File: src/rtl/issue_pkg.sv
// Shared decode constants, issue-packet layout and the instruction field splitter
// used by the issue unit and its instruction queue.
package issue_pkg;

  localparam logic [5:0] OP_RTYPE   = 6'h00;
  localparam int         LABEL_NONE = 0;

  typedef struct packed {
    logic [5:0]  op;
    logic [4:0]  rs;
    logic [4:0]  rt;
    logic [4:0]  target;
    logic [5:0]  func;
    logic [15:0] imm16;
  } issue_pkt_t;

  // R-type writes rd, everything else writes rt.
  function automatic issue_pkt_t decode_ins(input logic [31:0] ins);
    issue_pkt_t p;
    p.op     = ins[31:26];
    p.rs     = ins[25:21];
    p.rt     = ins[20:16];
    p.target = (ins[31:26] == OP_RTYPE) ? ins[15:11] : ins[20:16];
    p.func   = ins[5:0];
    p.imm16  = ins[15:0];
    return p;
  endfunction

endpackage

File: src/rtl/issue_fifo.sv
// Instruction queue: DEPTH-entry FIFO with wrapping pointers and an occupancy count.
// Head entry is read combinationally; a push is refused while full regardless of pop.
module issue_fifo import issue_pkg::*; #(
  parameter int DEPTH = 4,
  parameter int W     = 32
) (
  input  logic         clk,
  input  logic         nRST,
  input  logic         flush,
  input  logic         push,
  input  logic         pop,
  input  logic [W-1:0] din,
  output logic         ready,
  output logic         valid,
  output logic [W-1:0] dout
);

  localparam int PW = $clog2(DEPTH);
  localparam int CW = PW + 1;

  logic [W-1:0]  mem [DEPTH];
  logic [PW-1:0] wptr_reg;
  logic [PW-1:0] rptr_reg;
  logic [CW-1:0] count_reg;
  logic          push_ok;
  logic          pop_ok;

  assign ready   = (count_reg < CW'(DEPTH));
  assign valid   = (count_reg != '0);
  assign push_ok = push && ready;
  assign pop_ok  = pop && valid;
  assign dout    = mem[rptr_reg];

  always_ff @(posedge clk or negedge nRST) begin
    if (!nRST) begin
      wptr_reg  <= '0;
      rptr_reg  <= '0;
      count_reg <= '0;
    end else if (flush) begin
      wptr_reg  <= '0;
      rptr_reg  <= '0;
      count_reg <= '0;
    end else begin
      if (push_ok) wptr_reg <= wptr_reg + PW'(1);
      if (pop_ok)  rptr_reg <= rptr_reg + PW'(1);
      count_reg <= count_reg + CW'(push_ok) - CW'(pop_ok);
    end
  end

  // Storage carries no reset; contents are only observed through valid.
  always_ff @(posedge clk) begin
    if (push_ok && !flush) mem[wptr_reg] <= din;
  end

endmodule

File: src/rtl/issue_unit.sv
// In-order issue stage: queues fetched instructions, decodes the head, resolves
// operand tags and writes the register-status table. Optional CDB bypass: ISSUE_CDB_BYPASS_EN.
module issue_unit import issue_pkg::*; #(
  parameter int DATA_W   = 32,
  parameter int LABEL_W  = 4,
  parameter int IQ_DEPTH = 4
) (
  input  logic               clk,
  input  logic               nRST,
  input  logic               flush,
  input  logic               ins_valid,
  input  logic [31:0]        ins,
  output logic               ins_ready,
  output logic [4:0]         readAddr1,
  output logic [4:0]         readAddr2,
  input  logic [LABEL_W-1:0] labelIn1,
  input  logic [LABEL_W-1:0] labelIn2,
  input  logic [DATA_W-1:0]  dataIn1,
  input  logic [DATA_W-1:0]  dataIn2,
  input  logic               cdb_valid,
  input  logic [LABEL_W-1:0] cdb_label,
  input  logic [DATA_W-1:0]  cdb_data,
  input  logic               rs_ready,
  input  logic [LABEL_W-1:0] rs_label,
  output logic               iss_valid,
  output logic [5:0]         op,
  output logic [5:0]         func,
  output logic [LABEL_W-1:0] label1,
  output logic [LABEL_W-1:0] label2,
  output logic [DATA_W-1:0]  value1,
  output logic [DATA_W-1:0]  value2,
  output logic [4:0]         target,
  output logic [DATA_W-1:0]  imm,
  output logic               rat_we,
  output logic [4:0]         rat_addr,
  output logic [LABEL_W-1:0] rat_label
);

  logic        fifo_valid;
  logic [31:0] head_raw;
  logic [31:0] head_ins;
  issue_pkt_t  pkt;
  logic        byp1;
  logic        byp2;

  issue_fifo #(.DEPTH(IQ_DEPTH), .W(32)) u_fifo (
    .clk   (clk),
    .nRST  (nRST),
    .flush (flush),
    .push  (ins_valid),
    .pop   (rs_ready),
    .din   (ins),
    .ready (ins_ready),
    .valid (fifo_valid),
    .dout  (head_raw)
  );

  // Zero the head when empty so decode outputs read 0 rather than stale storage.
  assign head_ins  = fifo_valid ? head_raw : '0;
  assign pkt       = decode_ins(head_ins);

  assign iss_valid = fifo_valid;
  assign op        = pkt.op;
  assign func      = pkt.func;
  assign target    = pkt.target;
  assign readAddr1 = pkt.rs;
  assign readAddr2 = pkt.rt;
  assign imm       = {{(DATA_W-16){pkt.imm16[15]}}, pkt.imm16};

`ifdef ISSUE_CDB_BYPASS_EN
  assign byp1 = cdb_valid && (labelIn1 != LABEL_W'(LABEL_NONE)) && (labelIn1 == cdb_label);
  assign byp2 = cdb_valid && (labelIn2 != LABEL_W'(LABEL_NONE)) && (labelIn2 == cdb_label);
`else
  logic unused_cdb;
  assign unused_cdb = ^{cdb_valid, cdb_label, cdb_data};
  assign byp1 = 1'b0;
  assign byp2 = 1'b0;
`endif

  // A ready operand carries tag 0 already, so only the bypass case rewrites the tag.
  assign label1 = byp1 ? LABEL_W'(LABEL_NONE) : labelIn1;
  assign label2 = byp2 ? LABEL_W'(LABEL_NONE) : labelIn2;
  assign value1 = byp1 ? cdb_data : dataIn1;
  assign value2 = byp2 ? cdb_data : dataIn2;

  assign rat_we    = fifo_valid && rs_ready && (pkt.target != 5'd0);
  assign rat_addr  = pkt.target;
  assign rat_label = rs_label;

endmodule

File: config.mk
export PLATFORM = sky130hd
export DESIGN_NAME = issue_unit
export DESIGN_NICKNAME = d
export VERILOG_FILES = /design/src/rtl/issue_pkg.sv /design/src/rtl/issue_fifo.sv /design/src/rtl/issue_unit.sv
export SDC_FILE = /design/constraint.sdc
export NUM_CORES = 1
export LEC_CHECK = 0
export CAP_MARGIN = 20
export CORE_MARGIN = 5
export CORE_UTILIZATION = 35
export DETAILED_ROUTE_END_ITERATION = 8
export MAX_ROUTING_LAYER = met4
export PLACE_DENSITY = 0.71
export SYNTH_ARGS = -nofsm -noshare
export SYNTH_HDL_FRONTEND = slang
export SYNTH_SLANG_ARGS = --single-unit
File: constraint.sdc
create_clock -name clk -period 3.3 [get_ports clk]
set_input_delay 0.66 -clock clk [delete_from_list [all_inputs] [get_ports clk]]
set_output_delay 0.66 -clock clk [all_outputs]
set_load 0.1 [all_outputs]
After elaboration in Yosys (flattened, before gate mapping)
Memories as Yosys holds them, arrays and structs flattened.
Cells that the tools add are included.
{ "classes": {"n_mux": 9, "magnitude_cmp": 1, "reduce_logical": 10, "add_sub_neg": 4} }
{ "op_table": {"columns": ["op", "count"], "rows": [
  ["2-to-1 mux 32 bit", 1],
  ["2-to-1 mux 2 bit", 4],
  ["logical NOT 6 bit", 1],
  ["2-to-1 mux 5 bit", 1],
  ["nonzero test 5 bit", 1],
  ["adder 2 x 1 -> 2 bit (second input constant)", 2],
  ["logical AND 1 bit", 4],
  ["nonzero test 2 bit", 2],
  ["adder 3 x 1 -> 3 bit", 1],
  ["< comparator 3 bit (second input constant)", 1],
  ["2-to-1 mux 3 bit", 1],
  ["nonzero test 3 bit", 1],
  ["subtractor 3 x 1 -> 3 bit", 1],
  ["2-to-1 mux 1 bit", 2],
  ["logical NOT 1 bit", 1]
]} }
{ "word_totals": {"n_memories": 1, "register_bits": 7, "mem_bits_rw": 128, "wordCells": 28} }
{ "mem_list": {"columns": ["memory", "words", "width", "read_ports", "rd_ports_with_merged_regs", "write_ports", "line", "rtl"], "rows": [
  ["u_fifo.mem", 4, 32, 1, 0, 1, "issue_fifo.sv:21", "logic [W-1:0] mem [DEPTH];"]
]} }

Depth between registers and ports, before layout
{ "depth": {"ltp_word": 6, "ltp_mapped": 11, "ltp_nobuf": 11} }

Cells and area by module
A second synthesis with hierarchy kept.
{ "unflattened": {"cells_unflattened": 373, "area_unflattened_um2": 6252.2} }
{ "by_module_without_submodules": {"columns": ["module", "instances", "seq_area_each_um2", "area_each_um2", "cells_each"], "rows": [
  ["issue_fifo", 1, 4018.9, 5103.6, 210],
  ["issue_unit", 1, 0.0, 1148.6, 163]
]} }

Worst setup path before layout
Ideal clock, no wire load.
{ "synth_timing": {"path_kind": "reg2out", "start": "register u_fifo.rptr_reg[0]", "end": "output rat_we", "path_stages_with_launch": 7, "arrival_ns": 3.735, "slack_ns": -1.095, "t_required_ns": 2.640, "path_cell_list": "dfrtp_1 > buf_6 > buf_6 > mux4_2 > nor2_1 > a211oi_1 > nor3b_1"} }
{ "synth_between": {"elab_chain_len": 6} }
{ "synth_rtl": {"columns": ["element", "line", "rtl"], "rows": [
  ["from (decl)", "issue_fifo.sv:23", "logic [PW-1:0] rptr_reg;"],
  ["from (signal assigned)", "issue_fifo.sv:45", "if (pop_ok) rptr_reg <= rptr_reg + PW'(1);"],
  ["memory (4 x 32 bit) *", null, null],
  ["2-to-1 mux 32 bit *", "issue_unit.sv:59", "assign head_ins = fifo_valid ? head_raw : '0;"],
  ["logical NOT 6 bit", "issue_pkg.sv:23", "p.target = (ins[31:26] == OP_RTYPE) ? ins[15:11] : ins[20:16];"],
  ["2-to-1 mux 5 bit *", "issue_pkg.sv:23", null],
  ["nonzero test 5 bit *", "issue_unit.sv:86", "assign rat_we = fifo_valid && rs_ready && (pkt.target != 5'd0);"],
  ["logical AND 1 bit *", "issue_unit.sv:86", null],
  ["to (decl)", "issue_unit.sv:34", "output logic rat_we,"]
]} }
Mark *: on every way between the ends. The rest lies on a longest branch, timed or not.

Worst setup path after layout
{ "layout_timing": {"start": "register u_fifo.rptr_reg[0]", "end": "output target[3]"} }
{ "layout_between": {"elab_chain_len": 4} }
{ "layout_rtl": {"columns": ["element", "line", "rtl"], "rows": [
  ["memory (4 x 32 bit) *", null, null],
  ["2-to-1 mux 32 bit *", "issue_unit.sv:59", null],
  ["logical NOT 6 bit", "issue_pkg.sv:23", null],
  ["2-to-1 mux 5 bit *", "issue_pkg.sv:23", null],
  ["to (decl)", "issue_unit.sv:32", "output logic [4:0] target,"]
]} }
Marked as above.

==> reports/metrics.cfg <==
[yosys]
synth_common_cells=edfxtp_1 (128), buf_4 (104), and2_1 (37), mux4_2 (32), nor2_1 (8)
synthesis.nets=530
syn_avg_cell_area_um2=16.6
ys_types=26
synth_top_family_by_area=buffers and inverters
seq_area_frac_synth_pct=64.9
ys_ff_latch=135
yosys.cell_count.top_type=edfxtp_1
synthSimpleGateAreaFrac_pct=6.29
ys.flop_type=edfxtp_1
synth_xor_area_share_pct=0.707
yosysTopAreaCell=edfxtp_1
yosysTopAreaCellShare_pct=62.1
yosys_warnings=0
synth_compound_area_share_pct=1.01
ys_top_cells_by_area=edfxtp_1 (62%), buf_4 (13%), mux4_2 (12%)
postSynth.asyncResetShare_pct=5.19
synth-edff-count=128
muxShareOfSynthArea_pct=11.6
syn_area_um2=6190
netlist_instances=373
synth_fa_ha_area_share_pct=1.54

[detailed_routing]
wl_per_cell_um=25.2
vias_per_cell=4.77
drt_iter0_markers=222
drt-total-wl_mm=16.2
drc_errors=0
postRouteAntennaNets=0
firstDrtPassIters=4
via_count=3061

[sta]
fmaxAchievable_mhz=295
hold_slack_ns=0.509
rsz0062_at_grt=yes
min_period_over_period_pct=103
drv_slew=0
fin_crit_ns=3.39
fin_skew_ns=0.00653
hold_viol_final=0
setup_violations=11
slew_headroom_pct=67.8
finalWorstSetupSlack_ns=-0.0927
worstMarginPinSlew_ns=0.488

[place]
gp_congestion=0.734
place_ws_ns=0.198
numPortBuffers=103
dpl.hpwl_mm=12.4
dpl.cell_count=600

[cells_and_area]
fillers=1429
finalNonFillerCells=642
multi_input_area_um2=1420
drive_above_1_share_pct=41.0
fin_nets=561
ff_latch_area_um2=4020
largest_register_ffs=128
n_antenna_cell=0
syn_to_final_growth_pct=32.1

[floorplan]
ioPinCount=293
coreArea_um2=17300
die_w_um=143
rows=48
dieArea_um2=20400
die_y_um=143
initial_core_util_pct=35.8

[setup_path]
r2r_cells=12
criticalPathCategory=flip-flop to primary output
startpoint_type=flip-flop
r2r-start=u_fifo.count_reg[2]
endpoint_kind=primary output
rrSetupSlack_ns=0.73
r2r_end=u_fifo.count_reg[2]
cp_max_fo=7
critPathRequiredTime_ns=2.64
arrival_ns=2.73

[global_route]
antenna_found_initial=0
grt_max_degree=35
overflow=0
grt_use_total_pct=16.2
grt_pass1_wl_mm=22.6
grt_pass1_vias=3285

[clocking]
clk_pin_slew_ns=0.05
cts_sinks=135
cts_tree=yes
cts-root-buf=clkbuf_16
clock_path_buffers=2
insertion_delay_ns=0.41
h-tree-depth=4
numCtsBuffers=17
cts_hold_buf=0

[outcome]
violations=setup timing
status=complete, but fails checks

[worst_hold_path]
hp-class=input port to async pin

[run]
cap_violations=0

## through the flow
stage,setup TNS [ns],area (µm²),utilization (%)
after detailed placement,0,7520,43.5
final,-0.754,8180,47.3
after global routing,-1.78,8180,47.3
after floorplan,-4.72,6240,-
after CTS,-0.641,8120,46.9
after global placement,0,7520,43.5
## worst max-delay path: stages (launching register included)
cell	delay (ns)
dfrtp_4	0.53
buf_4	0.16
mux4_2	0.47
or4_4	0.65
o21ai_2	0.21
a21oi_4	0.12
buf_12	0.18
## final cells by class
| cell class | instances | area share [%] |
|---|---|---|
| tap | 225 | 3.44 |
| clock inverter | 10 | 0.704 |
| clock buffer | 22 | 5.43 |
| sequential | 135 | 49.2 |
| timing repair buffer | 125 | 23.6 |
| multi-input combinational | 118 | 17.3 |
| inverter | 7 | 0.321 |
## layout by cell type, fill, tap and decap left out, types with 2 or more instances in the layout
| cell type | n |
|---|---|
| edfxtp_1 | 128 |
| buf_12 | 71 |
| clkdlybuf4s50_1 | 36 |
| and2_1 | 33 |
| mux4_2 | 32 |
| clkbuf_16 | 17 |
| buf_4 | 16 |
| inv_1 | 7 |
| nor2_1 | 7 |
| nand3_1 | 6 |
| ha_1 | 6 |
| clkinv_2 | 6 |
| o21ai_2 | 5 |
| a21oi_4 | 5 |
| clkbuf_1 | 5 |
| dfrtp_1 | 5 |
| and2_2 | 4 |
| xnor2_1 | 4 |
| nor2b_1 | 3 |
| nor4_4 | 2 |
| or4_4 | 2 |
| clkinvlp_4 | 2 |
## worst max-delay path by stage
stage | slack, ns | end | startpoint
floorplan | -0.28 | target[3] | u_fifo.rptr_reg[0]
global placement | 0.21 | target[3] | u_fifo.rptr_reg[0]
detailed placement | 0.20 | target[3] | u_fifo.rptr_reg[0]
CTS | -0.09 | rat_we | u_fifo.rptr_reg[0]
global route | -0.18 | rat_addr[1] | u_fifo.rptr_reg[0]
finish | -0.09 | target[3] | u_fifo.rptr_reg[0]
## kinds of logic after synthesis
group | count (synthesis)
xor+xnor | 5
buf+inv | 120
mux | 32
simple gates | 62
flops | 135
fa+ha+maj | 7
compound gates | 12
## metal layers
metal | vias to the layer above | wire [µm] | global-route usage, %
li1 | 1345 | - | -
met1 | 1515 | 4930 | 15.8
met2 | 178 | 9060 | 28.8
met3 | 23 | 2000 | 7.50
met4 | 0 | 191 | 4.65
met5 | - | 0 | -
## repair_timing
item	in CTS	in global routing
gates resized for setup	14	6
pin swaps	3	3
cloned	0	0
setup buffers	6	4
endpoints found under the setup margin	11	11
Power is left out: the tool's default activity adds up to more than one toggle a clock period on the data nets, which glitch-free logic cannot reach.
